File: config.mk
export PLATFORM = sky130hd
export DESIGN_NAME = csa_accum_ctrl
export DESIGN_NICKNAME = d
export VERILOG_FILES = /design/src/rtl/csa_accum_ctrl.sv
export SDC_FILE = /design/constraint.sdc
export NUM_CORES = 1
export LEC_CHECK = 0
export BUFFER_PORTS_ARGS = -buffer_cell sky130_fd_sc_hd__buf_2
export CAP_MARGIN = 10
export CORE_MARGIN = 1
export CORE_UTILIZATION = 50
export CTS_CLUSTER_DIAMETER = 50
export DETAILED_ROUTE_END_ITERATION = 12
export GPL_ROUTABILITY_DRIVEN = 0
export PLACE_DENSITY = 0.82
export SETUP_SLACK_MARGIN = 0.5
export SLEW_MARGIN = 15
export SYNTH_ARGS = -nofsm -noshare
export SYNTH_HDL_FRONTEND = slang
export SYNTH_SLANG_ARGS = --single-unit
File: constraint.sdc
create_clock -name clk -period 3.83 [get_ports clk]
set_input_delay 0.383 -clock clk [delete_from_list [all_inputs] [get_ports clk]]
set_output_delay 0.383 -clock clk [all_outputs]
set_load 0.1 [all_outputs]
File: src/rtl/csa_accum_ctrl.sv
// Carry-save multi-beat accumulator: folds up to five masked operands per beat
// plus the redundant accumulator through a 7:3 tree and resolves on the last beat.
// Build option: define CSA_ACC_SIGNED_EN to sign-extend lanes (default zero-extends).

module tree_7_3 #(
  parameter int MAX = 24
) (
  input  logic [MAX-1:0] op [7],
  output logic [MAX-1:0] sum,
  output logic [MAX-1:0] carry
);

  // One full-adder row; the carry is pre-shifted and its MSB falls off,
  // which keeps every intermediate vector modulo 2^MAX.
  function automatic logic [2*MAX-1:0] csa(input logic [MAX-1:0] a,
                                            input logic [MAX-1:0] b,
                                            input logic [MAX-1:0] c);
    logic [MAX-1:0] s;
    logic [MAX-1:0] k;
    s = a ^ b ^ c;
    k = ((a & b) | (a & c) | (b & c)) << 1;
    return {s, k};
  endfunction

  logic [MAX-1:0] s1, c1, s2, c2, s3, c3, s4, c4;

  always_comb begin
    // NOTE: blocking assignments are correct here: this is combinational
    // logic and each line consumes the value computed on the line before.
    {s1, c1}     = csa(op[0], op[1], op[2]);
    {s2, c2}     = csa(op[3], op[4], op[5]);
    {s3, c3}     = csa(s1, c1, s2);
    {s4, c4}     = csa(s3, c3, c2);
    {sum, carry} = csa(s4, c4, op[6]);
  end

endmodule

module csa_accum_ctrl #(
  parameter int W  = 16,
  parameter int AW = 24,
  parameter int CW = 8
) (
  input  logic            clk,
  input  logic            rst_n,
  input  logic            in_valid,
  output logic            in_ready,
  input  logic [5*W-1:0]  in_data,
  input  logic [4:0]      in_mask,
  input  logic            in_last,
  output logic            out_valid,
  input  logic            out_ready,
  output logic [AW-1:0]   out_sum,
  output logic [CW-1:0]   out_cnt
);

  typedef enum logic [1:0] {
    ACCUM   = 2'd0,
    RESOLVE = 2'd1,
    OUT     = 2'd2
  } state_t;

  state_t state, state_nxt;

  logic [AW-1:0] acc_s, acc_c;
  logic [CW-1:0] cnt;

  logic accept;
  logic load_result;
  logic clear_acc;

  // ---------------------------------------------------------------- FSM
  always_ff @(posedge clk or negedge rst_n) begin
    if (!rst_n) state <= ACCUM;
    else        state <= state_nxt;
  end

  always_comb begin
    // NOTE: default first so every path assigns state_nxt and no latch is inferred.
    state_nxt = state;
    unique case (state)
      ACCUM:   if (in_valid && in_last) state_nxt = RESOLVE;
      RESOLVE: state_nxt = OUT;
      OUT:     if (out_ready) state_nxt = ACCUM;
      default: state_nxt = ACCUM;
    endcase
  end

  always_comb begin
    in_ready    = 1'b0;
    accept      = 1'b0;
    load_result = 1'b0;
    clear_acc   = 1'b0;
    unique case (state)
      ACCUM: begin
        in_ready = 1'b1;
        accept   = in_valid;
      end
      RESOLVE: load_result = 1'b1;
      OUT:     clear_acc   = out_ready;
      default: ;
    endcase
  end

  // ------------------------------------------------------- lane operands
  logic [AW-1:0] tree_op [7];
  logic [AW-1:0] tree_s, tree_c;
  logic [2:0]    pop;

  always_comb begin
    pop = '0;
    for (int k = 0; k < 5; k++) begin
      if (in_mask[k]) begin
`ifdef CSA_ACC_SIGNED_EN
        tree_op[k] = AW'($signed(in_data[k*W +: W]));
`else
        tree_op[k] = AW'(in_data[k*W +: W]);
`endif
        pop = pop + 3'd1;
      end else begin
        tree_op[k] = '0;
      end
    end
    tree_op[5] = acc_s;
    tree_op[6] = acc_c;
  end

  tree_7_3 #(.MAX(AW)) u_tree (
    .op    (tree_op),
    .sum   (tree_s),
    .carry (tree_c)
  );

  // Count is widened by one bit so the overflow into the top bit flags saturation.
  logic [CW:0]   cnt_wide;
  logic [CW-1:0] cnt_sat;

  always_comb begin
    cnt_wide = {1'b0, cnt} + (CW+1)'(pop);
    cnt_sat  = cnt_wide[CW] ? {CW{1'b1}} : cnt_wide[CW-1:0];
  end

  // ----------------------------------------------------------- datapath
  // NOTE: all state is sequential and uses <=; every register here is a
  // small flop (no memory arrays), so all of it is reset.
  always_ff @(posedge clk or negedge rst_n) begin
    if (!rst_n) begin
      acc_s <= '0;
      acc_c <= '0;
      cnt   <= '0;
    end else if (accept) begin
      acc_s <= tree_s;
      acc_c <= tree_c;
      cnt   <= cnt_sat;
    end else if (clear_acc) begin
      acc_s <= '0;
      acc_c <= '0;
      cnt   <= '0;
    end
  end

  always_ff @(posedge clk or negedge rst_n) begin
    if (!rst_n) begin
      out_valid <= 1'b0;
      out_sum   <= '0;
      out_cnt   <= '0;
    end else if (load_result) begin
      out_valid <= 1'b1;
      out_sum   <= acc_s + acc_c;
      out_cnt   <= cnt;
    end else if (clear_acc) begin
      out_valid <= 1'b0;
    end
  end

endmodule

==> out/metrics.yaml, run 1 <==
status: "finished clean"
drt-vias-per-instance: 5.27
setup_viol: 0
instances_no_fill: 1020
critPathKind: "primary input to flip-flop"
cts.sinks: 88
area_growth_syn_to_layout_pct: 14.6
regToRegSetupSlack_ns: 1.01
start_util_pct: 52.0
skew_ns: 0.00696
grt_pass1_vias: 5375
grt_util_all_layers_pct: 22.7
syn-instance-count: 737
synth-edff-count: 0
grt_pass1_wl_mm: 26.0
ys.flop_type: "dfrtp_1"
dr.pass1.iters: 4
hpwl_mm: 11.9
worstReg2RegEnd: "acc_s[12]"
worst_slew_pin_slew_ns: 1.15
first_iter_violations: 274
cts_tree: "yes"
yosys_warnings: 0
slew_violations: 0
ys_types: 52
postSynthAreaPerCell_sq_um: 9.48
async_reset_ff_share_pct: 100
peakVddDrop_uv: 342
synth_adder_area_share_pct: 28.9
cp.arrival_ns: 3.34
fin_crit_ns: 3.09
cts_root_buffer: "clkbuf_16"
diodes: 0
rows: 42
synth_xor_area_share_pct: 2.26
cts_made_buffers: 9
synth_fp_nets: 940
fmax_ghz: 0.323
htreeDepth: 3
routed_wl_mm: 15.1
overflow: 0
cellPowerDensity_nw_per_um2: 785
pin_count: 124
worstPathRequired_ns: 4.08
ys_seq_area_share_pct: 31.5
tns_ns: 0
hold_class: "primary input to async pin"
clockBufferDepth: 2
drc_errors: 0
die-width_um: 120
antenna_found_initial: 0
fin_nets: 1042
p_leak_nw: 4.03
dp.cells: 1004
die_area_sq_um: 14500
hold_viol_final: 0
syn_area_sq_um: 6990
hold_ws_ns: 0.159
rsz0062_at_grt: "no"
clock_latency_ns: 0.34
coreArea_sq_um: 13500
synth-simple-area-share_pct: 15.4
critPathCaptureType: "flip-flop"
r2r_cells: 6
synth-seq-cells: 88
drive_gt1_share_pct: 18.4
final_cell_mix: "nand2_1 (135), buf_2 (121), inv_1 (88), dfrtp_1 (88), fa_1 (81)"
ant_nets: 0
grt_start_max_net_pins: 66
die_y_um: 120
r2r-start: "acc_s[12]"
cp_max_fo: 19
final_common_cell: "nand2_1"
drv_cap: 0
synth_top_family_by_area: "adder cells"
vias: 5376
io_buffers: 123
startpoint_type: "primary input"
clk_pin_slew_ns: 0.06
synth_compound_area_share_pct: 14.2
avgRoutedWirePerCell_um: 14.8
fin_crit_sh_pct: 80.8
slew_headroom_pct: 23.3
synthMuxAreaShare_pct: 0.734
==> registers in the layout, indices dropped and copies added (netlist names) <==
register / count
out_sum: 24
state: 2
acc_c: 21
out_valid: 1
cnt: 8
out_cnt: 8
acc_s: 24
==> power breakdown <==
group | switching (mW) | internal [mW]
clock | 0.359 | 0.572
sequential | 0.273 | 1.27
combinational | 2.61 | 1.20
==> synth_stat cells, types with 10 or more instances <==
library cell,n,share of area (%)
inv_1,88,4.7
xor2_1,10,1.3
fa_1,81,23
nor2_1,25,1.3
a22o_1,16,2.0
and2_1,36,3.2
clkbuf_1,28,1.5
dfrtp_1,88,32
a21oi_1,27,1.9
o22ai_1,14,1.3
ha_1,32,5.7
nand2_1,135,7.3
o21ai_0,52,3.7
==> per-layer routing <==
metal	GRT usage [%]	up-vias	part of all wire, %
met5	0	-	0
met4	5.32	0	1.3
met3	2.92	16	4.9
met2	36.0	165	47
met1	33.3	2591	47
li1	-	2604	-
==> stage by stage <==
step / utilization (%) / total power [mW] / setup WS [ns] / area (sq um)
5_1_grt: 59.5 / 6.83 / 0.509 / 8010
6_report: 59.5 / 6.28 / 0.736 / 8010
2_1_floorplan: - / 4.53 / 0.537 / 6990
3_3_place_gp: 57.2 / 5.21 / 0.504 / 7690
4_1_cts: 59.5 / 6.34 / 0.723 / 8010
3_5_place_dp: 57.2 / 5.38 / 0.380 / 7690
==> final cells by class <==
type                    count  area, sq um
fillers                  1186         5440
clock inverters             5         81.3
clock buffers              11          233
well taps                 176          220
flip-flops and latches     88         2200
multi-input cells         526         4300
repair buffers            126          643
inverters                  88          330
==> critical path: stages <==
cell,delay (ns)
buf_2,0.29
inv_1,0.11
ha_1,0.37
xnor2_1,0.17
xnor2_1,0.24
xor2_1,0.18
ha_1,0.18
inv_1,0.06
fa_1,0.43
nor2b_1,0.16
o211ai_1,0.13
or2_2,0.35
nor2b_1,0.15
o21ai_0,0.13
==> worst max-delay path by stage <==
stage	startpoint	to	slack [ns]	cells past startpoint
after detailed placement	in_mask[0]	cnt[0]	0.38	14
after floorplan	in_mask[2]	acc_s[11]	0.54	10
after CTS	in_mask[0]	cnt[0]	0.72	14
final	in_mask[1]	cnt[0]	0.74	14
after global routing	in_mask[1]	cnt[0]	0.51	14
after global placement	in_mask[0]	cnt[0]	0.50	14
==> cell families after synthesis <==
family	Yosys count
compound gates	152
xor+xnor	18
fa+ha+maj	113
buf+inv	123
flops	88
mux	5
simple gates	238
==> what timing repair did <==
action	4_1_cts	5_1_grt
hold buffers	0	0
resized for setup	0	1
setup endpoints to repair	0	2
setup buffers	0	0
(Power assumes the default switching activity.)
==> run 2, diff against run 1 <==
--- a/config.mk
+++ b/config.mk
@@ -5,6 +5,7 @@
 export SDC_FILE = /design/constraint.sdc
 export NUM_CORES = 1
 export LEC_CHECK = 0
+export ABC_AREA = 1
 export BUFFER_PORTS_ARGS = -buffer_cell sky130_fd_sc_hd__buf_2
 export CAP_MARGIN = 10
 export CORE_MARGIN = 1
@@ -12,7 +13,7 @@
 export CTS_CLUSTER_DIAMETER = 50
 export DETAILED_ROUTE_END_ITERATION = 12
 export GPL_ROUTABILITY_DRIVEN = 0
-export PLACE_DENSITY = 0.82
+export PLACE_DENSITY = 0.81
 export SETUP_SLACK_MARGIN = 0.5
 export SLEW_MARGIN = 15
 export SYNTH_ARGS = -nofsm -noshare
==> constraint.sdc (replaced) <==
create_clock -name clk -period 2.9 [get_ports clk]
set_input_delay 0.29 -clock clk [delete_from_list [all_inputs] [get_ports clk]]
set_output_delay 0.29 -clock clk [all_outputs]
set_load 0.1 [all_outputs]
==> run 2 against run 1 <==
- the run now ends with hold timing, setup timing left
- clock skew increased by 0.0029 ns
- largest cell class unchanged
- critical endpoint is now cnt[3]
- highest routed layer unchanged
- synthesized cell count increased by 22%
- sequential power increased by 31%
- worst hold slack got worse by 0.18 ns
- final area increased by 12%
- clock-buffer cell count decreased by 2
- core utilization increased by 4.2 points
- combinational power increased by 50%
==> out/metrics.yaml, run 2 <==
grt_pass1_vias: 6577  # +22%
layout_setup_ws_ns: -0.0430  # -0.779 ns
worst_slew_pin_slew_ns: 0.783  # -0.367 ns
ys_types: 34  # -35%
die_area_sq_um: 15000  # +4.1%
routed_wl_mm: 17.2  # +14%
slew_headroom_pct: 47.8  # +24 points
die_y_um: 123  # +2.0%
clockBufferDepth: 2  # unchanged
instances_no_fill: 1239  # +21%
p_total_mw: 8.84  # +41%
fin_nets: 1257  # +21%
drv_cap: 0  # unchanged
synth-seq-cells: 88  # unchanged
grt_util_all_layers_pct: 24.9  # +2.2 points
hold_buffers: 0  # unchanged
peakVddDrop_uv: 583  # +70%
final_cell_mix: "nand2_1 (270), inv_1 (167), buf_2 (117), dfrtp_1 (86), fa_1 (55)"
antenna_found_initial: 0  # unchanged
async_reset_ff_share_pct: 100  # unchanged
cts_root_buffer: "clkbuf_16"
startpoint_type: "primary input"
rsz0062_at_grt: "yes"
synth_top_cell_by_area: "dfrtp_1"
syn_area_sq_um: 7280  # +4.1%
synth_most_common_cell: "nand2_1"
synth-edff-count: 0  # unchanged
hold_viol_final: 22  # +22
cp.arrival_ns: 3.20  # -0.14 ns
rows: 43  # +2.4%
hold_class: "primary input to async pin"
fin_crit_ns: 2.94
hold_ws_ns: -0.0198  # -0.178 ns
drc_errors: 0  # unchanged
critPathKind: "primary input to flip-flop"
fin_crit_sh_pct: 101
cts_tree: "yes"
synthTopCellsByCount: "nand2_1 (281), inv_1 (183), dfrtp_1 (88)"
cts_made_buffers: 9  # unchanged
skew_ns: 0.00984  # +0.00288 ns
p_leak_nw: 5.00  # +24%
area_growth_syn_to_layout_pct: 23.1
r2r_cells: 6  # unchanged
grt_start_max_net_pins: 89  # +35%
crit_chain: "buf_16, clkinv_8, ha_4, xnor2_2, inv_1, or2_1, nand2_2, inv_2, ha_4, inv_2, o21ai_4, inv_2, fa_2, inv_2, nand2_2, nand2_2, nand4_1, nor2_2, nand2_2, o21ai_2, nand2_1, o21ai_1"
r2r-start: "acc_s[3]"
grt_pass1_wl_mm: 29.3  # +13%
ys_seq_area_share_pct: 30.3  # -1.3 points
setup_viol: 5  # +5
post-synth-top-area-fraction_pct: 30.3  # -1.3 points
slowest_delay_ns: 0.36  # -0.07 ns
synth_fp_nets: 1104  # +17%
dp.cells: 1197  # +19%
final_common_cell: "nand2_1"
io_buffers: 123  # unchanged
regToRegSetupSlack_ns: 0.18  # -0.83 ns
hpwl_mm: 12.7  # +6.2%
die-width_um: 123  # +2.0%
tns_ns: -0.137  # -0.137 ns
avgRoutedWirePerCell_um: 13.9  # -6.3%
synthTopCellsByArea: "dfrtp_1 (30%), fa_1 (22%), nand2_1 (14%), inv_1 (9.4%), ha_1 (5.5%)"
worstPathRequired_ns: 3.16  # -0.92 ns
drive_gt1_share_pct: 26.3  # +7.9 points
diodes: 0  # unchanged
vias: 6317  # +18%
overflow: 0  # unchanged
worstReg2RegEnd: "acc_s[3]"
clock_latency_ns: 0.35  # about the same
first_iter_violations: 372  # +36%
yosys_warnings: 0  # unchanged
top_regs: "acc_s: 24 flops, out_sum: 24 flops, acc_c: 21 flops"
coreArea_sq_um: 14000  # +4.4%
ys.flop_type: "dfrtp_1"
ant_nets: 0  # unchanged
postSynthAreaPerCell_sq_um: 8.08  # -15%
slew_violations: 0  # unchanged
clk_pin_slew_ns: 0.07  # about the same
cts.sinks: 88  # unchanged
drt-vias-per-instance: 5.10  # -3.3%
htreeDepth: 3  # unchanged
status: "finished, violations left"
cellPowerDensity_nw_per_um2: 988  # +26%
syn-instance-count: 901  # +22%
fmax_ghz: 0.340
cpMaxStageDelayCell: "fa_2"
cp_max_fo: 6  # -13
start_util_pct: 51.8  # -0.12 points
pin_count: 124  # unchanged
dr.pass1.iters: 7  # +3
critPathCaptureType: "flip-flop"
violations: "hold timing, setup timing"
==> run 2: how the worst max path moves through the flow <==
stage	from	end	cells past startpoint
6_report	in_mask[0]	cnt[3]	22
5_1_grt	in_mask[0]	cnt[3]	22
4_1_cts	acc_s[4]	acc_s[4]	6
3_5_place_dp	in_mask[0]	cnt[2]	22
3_3_place_gp	in_mask[0]	cnt[2]	22
2_1_floorplan	in_mask[0]	cnt[2]	23
==> run 2: worst max-delay path, delay by kind of cell <==
kind	cells	cell delay (ns)
fa+ha+maj	3	0.84
compound gates	3	0.33
buf+inv	7	0.46
xor+xnor	1	0.20
simple gates	8	1.06
==> run 2: repair_timing <==
item                                    4_1_cts  5_1_grt
pin swaps                                    68       23
gates resized for setup                      43       32
cloned                                        1        0
endpoints found under the setup margin       40       39
buffers inserted                             19        6
==> run 2: final cells by class <==
| class | count | area, sq um |
|---|---|---|
| clock inverter | 7 | 62.6 |
| multi-input combinational | 600 | 4440 |
| inverter | 187 | 719 |
| timing repair buffer | 168 | 1080 |
| tap | 180 | 225 |
| sequential | 88 | 2200 |
| clock buffer | 9 | 225 |
| fill | 1128 | 5090 |
==> run 2: cells by family after synthesis <==
logic type / Yosys count / share of synthesized area, %
flops: 88 / 30.3
buf+inv: 213 / 11.4
xor+xnor: 13 / 1.56
fa+ha+maj: 113 / 27.8
simple gates: 368 / 20.8
compound gates: 106 / 8.17
==> run 2: power breakdown <==
group | internal, mW | switching [mW]
Sequential | 1.68 | 0.334
Combinational | 1.89 | 3.80
Clock | 0.598 | 0.532
Total | 4.17 | 4.67
==> run 2: through the flow <==
step | instance area, sq um | hold slack [ns] | utilization [%] | setup slack (ns)
CTS | 8810 | 0.148 | 62.7 | 0.214
finish | 8960 | -0.0198 | 63.8 | -0.0430
global placement | 8240 | 0.451 | 58.7 | -0.354
floorplan | 7480 | -0.00559 | - | -0.109
global route | 8960 | 0.0752 | 63.8 | -0.178
detailed placement | 8240 | 0.457 | 58.7 | -0.457
==> run 2: layer usage <==
layer / global-route usage (%) / share of wire (%)
met3: 4.28 / 5.3
met4: 6.78 / 1.3
met2: 43.7 / 50
met1: 31.5 / 43
met5: 0 / 0
